==> src/rtl/cpu_types_pkg.sv <==
// Shared CPU datapath types: machine word and register index.
package cpu_types_pkg;

    localparam int WORD_W = 32;
    localparam int REG_W  = 5;

    typedef logic [WORD_W-1:0] word_t;
    typedef logic [REG_W-1:0]  regbits_t;

endpackage

==> src/rtl/rf_bypass_mux.sv <==
// Per-read-port selector: forwards the highest-index matching write port's data
// when bypassing is enabled, otherwise passes the stored register value through.
module rf_bypass_mux
    import cpu_types_pkg::*;
#(
    parameter int DW     = 32,
    parameter int AW     = 5,
    parameter int NWR    = 2,
    parameter int BYPASS = 1
) (
    input  logic [AW-1:0]           rsel,
    input  logic [NWR-1:0]          wen,
    input  logic [NWR-1:0][AW-1:0]  wsel,
    input  logic [NWR-1:0][DW-1:0]  wdat,
    input  logic [DW-1:0]           stored,
    output logic [DW-1:0]           rdat,
    output logic                    hit
);

    // Later ports overwrite earlier matches, so the highest index wins.
    always_comb begin
        hit  = 1'b0;
        rdat = stored;
        if (BYPASS != 0) begin
            for (int j = 0; j < NWR; j++) begin
                if (wen[j] && (wsel[j] == rsel)) begin
                    hit  = 1'b1;
                    rdat = wdat[j];
                end
            end
        end else begin
            hit  = 1'b0;
            rdat = stored;
        end
    end

endmodule

==> src/rtl/regfile_mp.sv <==
// Multi-ported register file with per-register reservation (busy) bits,
// optional write-to-read forwarding and a registered write-conflict flag.
module regfile_mp
    import cpu_types_pkg::*;
#(
    parameter int DW       = 32,
    parameter int NREG     = 32,
    parameter int NRD      = 2,
    parameter int NWR      = 2,
    parameter int BYPASS   = 1,
    parameter int ZERO_REG = 1,
    localparam int AW      = $clog2(NREG)
) (
    input  logic                    CLK,
    input  logic                    nRST,
    input  logic [NRD-1:0][AW-1:0]  rsel,
    output logic [NRD-1:0][DW-1:0]  rdat,
    output logic [NRD-1:0]          busy,
    input  logic [NWR-1:0]          wen,
    input  logic [NWR-1:0][AW-1:0]  wsel,
    input  logic [NWR-1:0][DW-1:0]  wdat,
    input  logic                    rsv_en,
    input  logic [AW-1:0]           rsv_sel,
    output logic                    wr_conflict
);

    logic [DW-1:0]   regs_q [NREG];
    logic [DW-1:0]   regs_d [NREG];
    logic [NREG-1:0] busy_q;
    logic [NREG-1:0] busy_d;
    logic            wr_conflict_q;
    logic            wr_conflict_d;
    logic [NWR-1:0]  wen_eff_s;
    logic            rsv_eff_s;
    logic [NRD-1:0]  hit_s;

    function automatic logic writable(input logic [AW-1:0] a);
        return !((ZERO_REG != 0) && (a == {AW{1'b0}}));
    endfunction

    // Writes and reservations aimed at a hardwired-zero register are dropped here,
    // so register 0 never changes, never goes busy and never conflicts.
    always_comb begin
        for (int j = 0; j < NWR; j++) begin
            wen_eff_s[j] = wen[j] && writable(wsel[j]);
        end
        rsv_eff_s = rsv_en && writable(rsv_sel);
    end

    // Next state: ascending port order gives the highest index priority; set beats clear on busy.
    always_comb begin
        for (int r = 0; r < NREG; r++) begin
            regs_d[r] = regs_q[r];
        end
        busy_d        = busy_q;
        wr_conflict_d = 1'b0;
        for (int j = 0; j < NWR; j++) begin
            if (wen_eff_s[j]) begin
                regs_d[wsel[j]] = wdat[j];
                busy_d[wsel[j]] = 1'b0;
            end else begin
                busy_d[wsel[j]] = busy_d[wsel[j]];
            end
            for (int k = j + 1; k < NWR; k++) begin
                if (wen_eff_s[j] && wen_eff_s[k] && (wsel[j] == wsel[k])) begin
                    wr_conflict_d = 1'b1;
                end else begin
                    wr_conflict_d = wr_conflict_d;
                end
            end
        end
        if (rsv_eff_s) begin
            busy_d[rsv_sel] = 1'b1;
        end else begin
            busy_d[rsv_sel] = busy_d[rsv_sel];
        end
    end

    // State registers with asynchronous clear.
    always_ff @(posedge CLK or negedge nRST) begin
        if (!nRST) begin
            for (int r = 0; r < NREG; r++) begin
                regs_q[r] <= {DW{1'b0}};
            end
            busy_q        <= {NREG{1'b0}};
            wr_conflict_q <= 1'b0;
        end else begin
            for (int r = 0; r < NREG; r++) begin
                regs_q[r] <= regs_d[r];
            end
            busy_q        <= busy_d;
            wr_conflict_q <= wr_conflict_d;
        end
    end

    for (genvar i = 0; i < NRD; i++) begin : g_rd
        rf_bypass_mux #(
            .DW     (DW),
            .AW     (AW),
            .NWR    (NWR),
            .BYPASS (BYPASS)
        ) u_mux (
            .rsel   (rsel[i]),
            .wen    (wen_eff_s),
            .wsel   (wsel),
            .wdat   (wdat),
            .stored (regs_q[rsel[i]]),
            .rdat   (rdat[i]),
            .hit    (hit_s[i])
        );

        // An in-flight write to this register resolves its reservation this cycle.
        assign busy[i] = busy_q[rsel[i]] & ~hit_s[i];
    end

    assign wr_conflict = wr_conflict_q;

endmodule

==> config.mk <==
export PLATFORM = sky130hd
export DESIGN_NAME = regfile_mp
export DESIGN_NICKNAME = d
export VERILOG_FILES = /design/src/rtl/cpu_types_pkg.sv /design/src/rtl/rf_bypass_mux.sv /design/src/rtl/regfile_mp.sv
export SDC_FILE = /design/constraint.sdc
export NUM_CORES = 2
export LEC_CHECK = 0
export CAP_MARGIN = 20
export CORE_MARGIN = 8
export CORE_UTILIZATION = 40
export DETAILED_ROUTE_END_ITERATION = 10
export HOLD_SLACK_MARGIN = 0.06
export PLACE_DENSITY_LB_ADDON = 0.15
export SLEW_MARGIN = 20
export SYNTH_ARGS = -nofsm -noshare
export SYNTH_HDL_FRONTEND = slang
export SYNTH_SLANG_ARGS = --single-unit
==> constraint.sdc <==
create_clock -name CLK -period 12.5 [get_ports CLK]
set_input_delay 3.125 -clock CLK [delete_from_list [all_inputs] [get_ports CLK]]
set_output_delay 3.125 -clock CLK [all_outputs]
set_load 0.02 [all_outputs]
==> results.toml <==
[synthesis]
synth_top_area_cell = "dfrtp_1"
ys_ff_latch = 1057
yosysSeqAreaShare = 0.3842
async_flop_share = 1.000
synth.avg_cell_area_um2 = 10.44
syn_inst = 6594
syn-num-nets = 6688
synthesis.area_um2 = 68840
synth_area_leaders = "dfrtp_1, mux4_2, mux2i_1"
yosysWarningCount = 0
synth_top_area_frac = 0.3842
synth_edf_count = 0
ys.flop_type = "dfrtp_1"
ys_types = 78

[grt]
antenna_found_initial = 12
grt_usage = 0.3145
grt_max_degree = 169
grt_pass1_vias = 53854
grt_pass1_wl_mm = 424.0
grt_overflow = 0

[pwr]
powerDensity_nw_per_um2 = 162.7
pwr-share-seq = 0.411
p_sw_mw = 4.113
comb_power_share = 0.302
leakage_nw = 32.42
ir_drop_uv = 115.9
power_mw = 12.45
pwr-share-clk = 0.287
p_int_mw = 8.340
p_sw_frac = 0.3303

[detailed_routing]
initialDrtViolationCount = 7425
drc = 0
num_vias = 55997
ant_nets = 0
wl_per_cell_um = 34.56
viasPerCell = 6.439
first_pass_iters = 8
routed_wl_mm = 300.5

[clocking]
clk_pin_slew_ns = 0.06
cts_buffers = 119
cts_setup_buffers = 0
clk_path_buf_depth = 3
cts_root_buffer = "clkbuf_16"
clock_sinks = 1057
hold_buffers = 0
htreeDepth = 3
cts_resized = 0
tritoncts = "yes"
clk_latency_ns = 0.76

[worst_setup_path]
crit_path_max_fanout = 65
start_kind = "primary input"
crit_required_ns = 9.38
crit_buf_inv = 4
end_kind = "primary output"
path_cells = "clkdlybuf4s50_1 -> nor3_1 -> nand2_2 -> buf_4 -> nand2_1 -> nor4_2 -> buf_4 -> nand2_1 -> o21ai_0 -> clkdlybuf4s50_1"
critPathTopFamily = "buffers and inverters"
cp.arrival_ns = 7.64
cp_slowest_cell = "clkdlybuf4s50_1"
r2r_slack_ns = 8.25
worstSetupPathType = "primary input to primary output"
max_stage_delay_ns = 0.86
rr_endpoint = "busy_q[7]"
reg2reg_depth = 13
r2r-start = "busy_q[28]"

[timing]
finClkSkew_ns = 0.01046
maxSlewViolCount = 0
period_share = 0.8610
holdWs_ns = 0.3946
final-setup-viol-count = 0
min_period_ns = 10.76
tightest_slew_ns = 1.177
max-slew-margin-rel = 0.2156
rsz0062_at_grt = "false"
setup_tns_ns = 0
max_freq_mhz = 92.92
hold_violations = 0

[floorplanning]
start_util = 0.4017
core_um2 = 171400
die_area_um2 = 185600
fp.dieW_um = 430.9
die_y_um = 430.9
io_pins = 161
fp-row-count = 152

[place]
dp_hpwl_mm = 174.4
gp_congestion = 0.9636
port_buffers = 160

[layout]
fin_nets = 6383
area_delta_synth_final_pct = 11.16
drive_above_1_share = 0.1839
multiInputGateArea_um2 = 39840
seqCellArea_um2 = 26450
n_fill_cell = 16032

[hold_path]
hold_class = "register to register"
holdCritStartpoint = "regs_q[1011]"
whs_path_depth = 0
hold_path_end = "regs_q[1011]"

[status]
status = "finished, final reports clean"

[flow_run]
max-cap-violations = 0
[worst max-delay path by stage]
stage | to | from | slack (ns) | cells past startpoint
after floorplan | rdat[32] | rsel[5] | 3.41 | 10
after global routing | rdat[21] | wsel[8] | 1.51 | 10
final | rdat[21] | wsel[8] | 1.74 | 10
after global placement | rdat[21] | wsel[6] | 1.86 | 11
after detailed placement | rdat[21] | wsel[8] | 1.85 | 10
after CTS | rdat[21] | wsel[8] | 1.81 | 10
[layout by cell type, fill, tap and decap left out, types with 6 or more instances in the layout]
master and count:
a211oi_1 21, a21boi_0 7, a21oi_1 1105, a221oi_1 9, a31oi_1 32, a32oi_1 8, and2_1 13, and3_1 13
buf_12 19, buf_4 197, clkbuf_1 22, clkbuf_16 120, clkbuf_8 33, clkdlybuf4s50_1 148, clkinv_2 29, dfrtp_1 1057
inv_1 7, mux2i_1 1000, mux4_2 661, nand2_1 266, nand2_4 34, nand2b_1 13, nand3_1 31, nand3_4 11
nand3b_1 9, nand4_1 18, nor2_1 1093, nor2_4 15, nor2b_1 18, nor3_1 37, nor3b_1 6, o21ai_0 178
o32ai_1 11, xnor2_1 17, xor2_1 10
[layout make-up]
type	count	share of cell area
Timing Repair Buffer	372	0.04500
Inverter	7	0.0003434
Multi-Input combinational cell	4732	0.5206
Tap cell	2310	0.03777
Sequential cell	1057	0.3457
Clock buffer	175	0.04626
Antenna cell	2	0.00006540
Clock inverter	41	0.004300
[metrics by stage]
| stage | util | instance area, µm² | worst slack [ns] | cells |
|---|---|---|---|---|
| final | 0.4466 | 76520 | 1.738 | 8696 |
| after global routing | 0.4466 | 76520 | 1.509 | 8695 |
| after CTS | 0.4465 | 76520 | 1.809 | 8694 |
| after detailed placement | 0.4240 | 72650 | 1.845 | 8478 |
| after global placement | 0.4238 | 72620 | 1.860 | 8477 |
| after floorplan | - | 68840 | 3.408 | 6594 |
[power groups by stage]
stage / registers, mW / clock network, mW / logic (mW)
floorplan: 4.84 / 0 / 2.68
global placement: 5.09 / 0 / 3.66
detailed placement: 5.13 / 0 / 3.72
CTS: 5.07 / 3.63 / 3.72
global route: 5.22 / 3.75 / 4.01
finish: 5.12 / 3.58 / 3.76
[sequential cells by signal, indices dropped and copies added, names as in the netlist]
register	count
busy_q	32
regs_q	1024
wr_conflict	1
[logic make-up (layout without fill, tap and decap cells)]
family	after synthesis	count (layout)	synth area share
other cells	0	2	0
mux	1664	1664	0.3621
xor+xnor	27	27	0.003435
buf+inv	805	595	0.04511
compound gates	1421	1421	0.1094
flops	1057	1057	0.3842
simple gates	1620	1620	0.09571
[Yosys cell counts (3+ instances only)]
cell type and n:
mux2i_1 1000, mux4_2 661, nand2b_1 13, clkbuf_2 12, nor3b_1 7, clkbuf_1 638, nor4_1 6, xnor2_1 17
o32ai_1 11, nor2_1 1109, a32oi_1 8, o22ai_1 4, and2_0 3, a221oi_1 9, xor2_1 10, o21ai_0 178
inv_1 7, o31ai_1 5, buf_6 3, dfrtp_1 1057, o221ai_1 4, nor3_1 38, a21oi_1 1105, nand2_1 302
and3_1 14, a31oi_1 32, buf_2 19, buf_4 6, o211ai_1 4, nand3b_1 9, mux2_2 3, nand4_1 18
o21ai_1 5, or2_2 5, nor2b_1 18, a211oi_1 21, and3b_1 3, buf_1 120, and2_1 13, nand3_1 42
o31a_1 3, a21boi_0 7
[routing by layer]
layer,GRT usage,vias up,wire [µm]
li1,-,23507,-
met1,0.4146,28443,117800
met2,0.4910,3265,136700
met3,0.06607,772,28120
met4,0.1620,10,17810
met5,0,-,61
No activity file was read; power rests on OpenSTA's default activity.
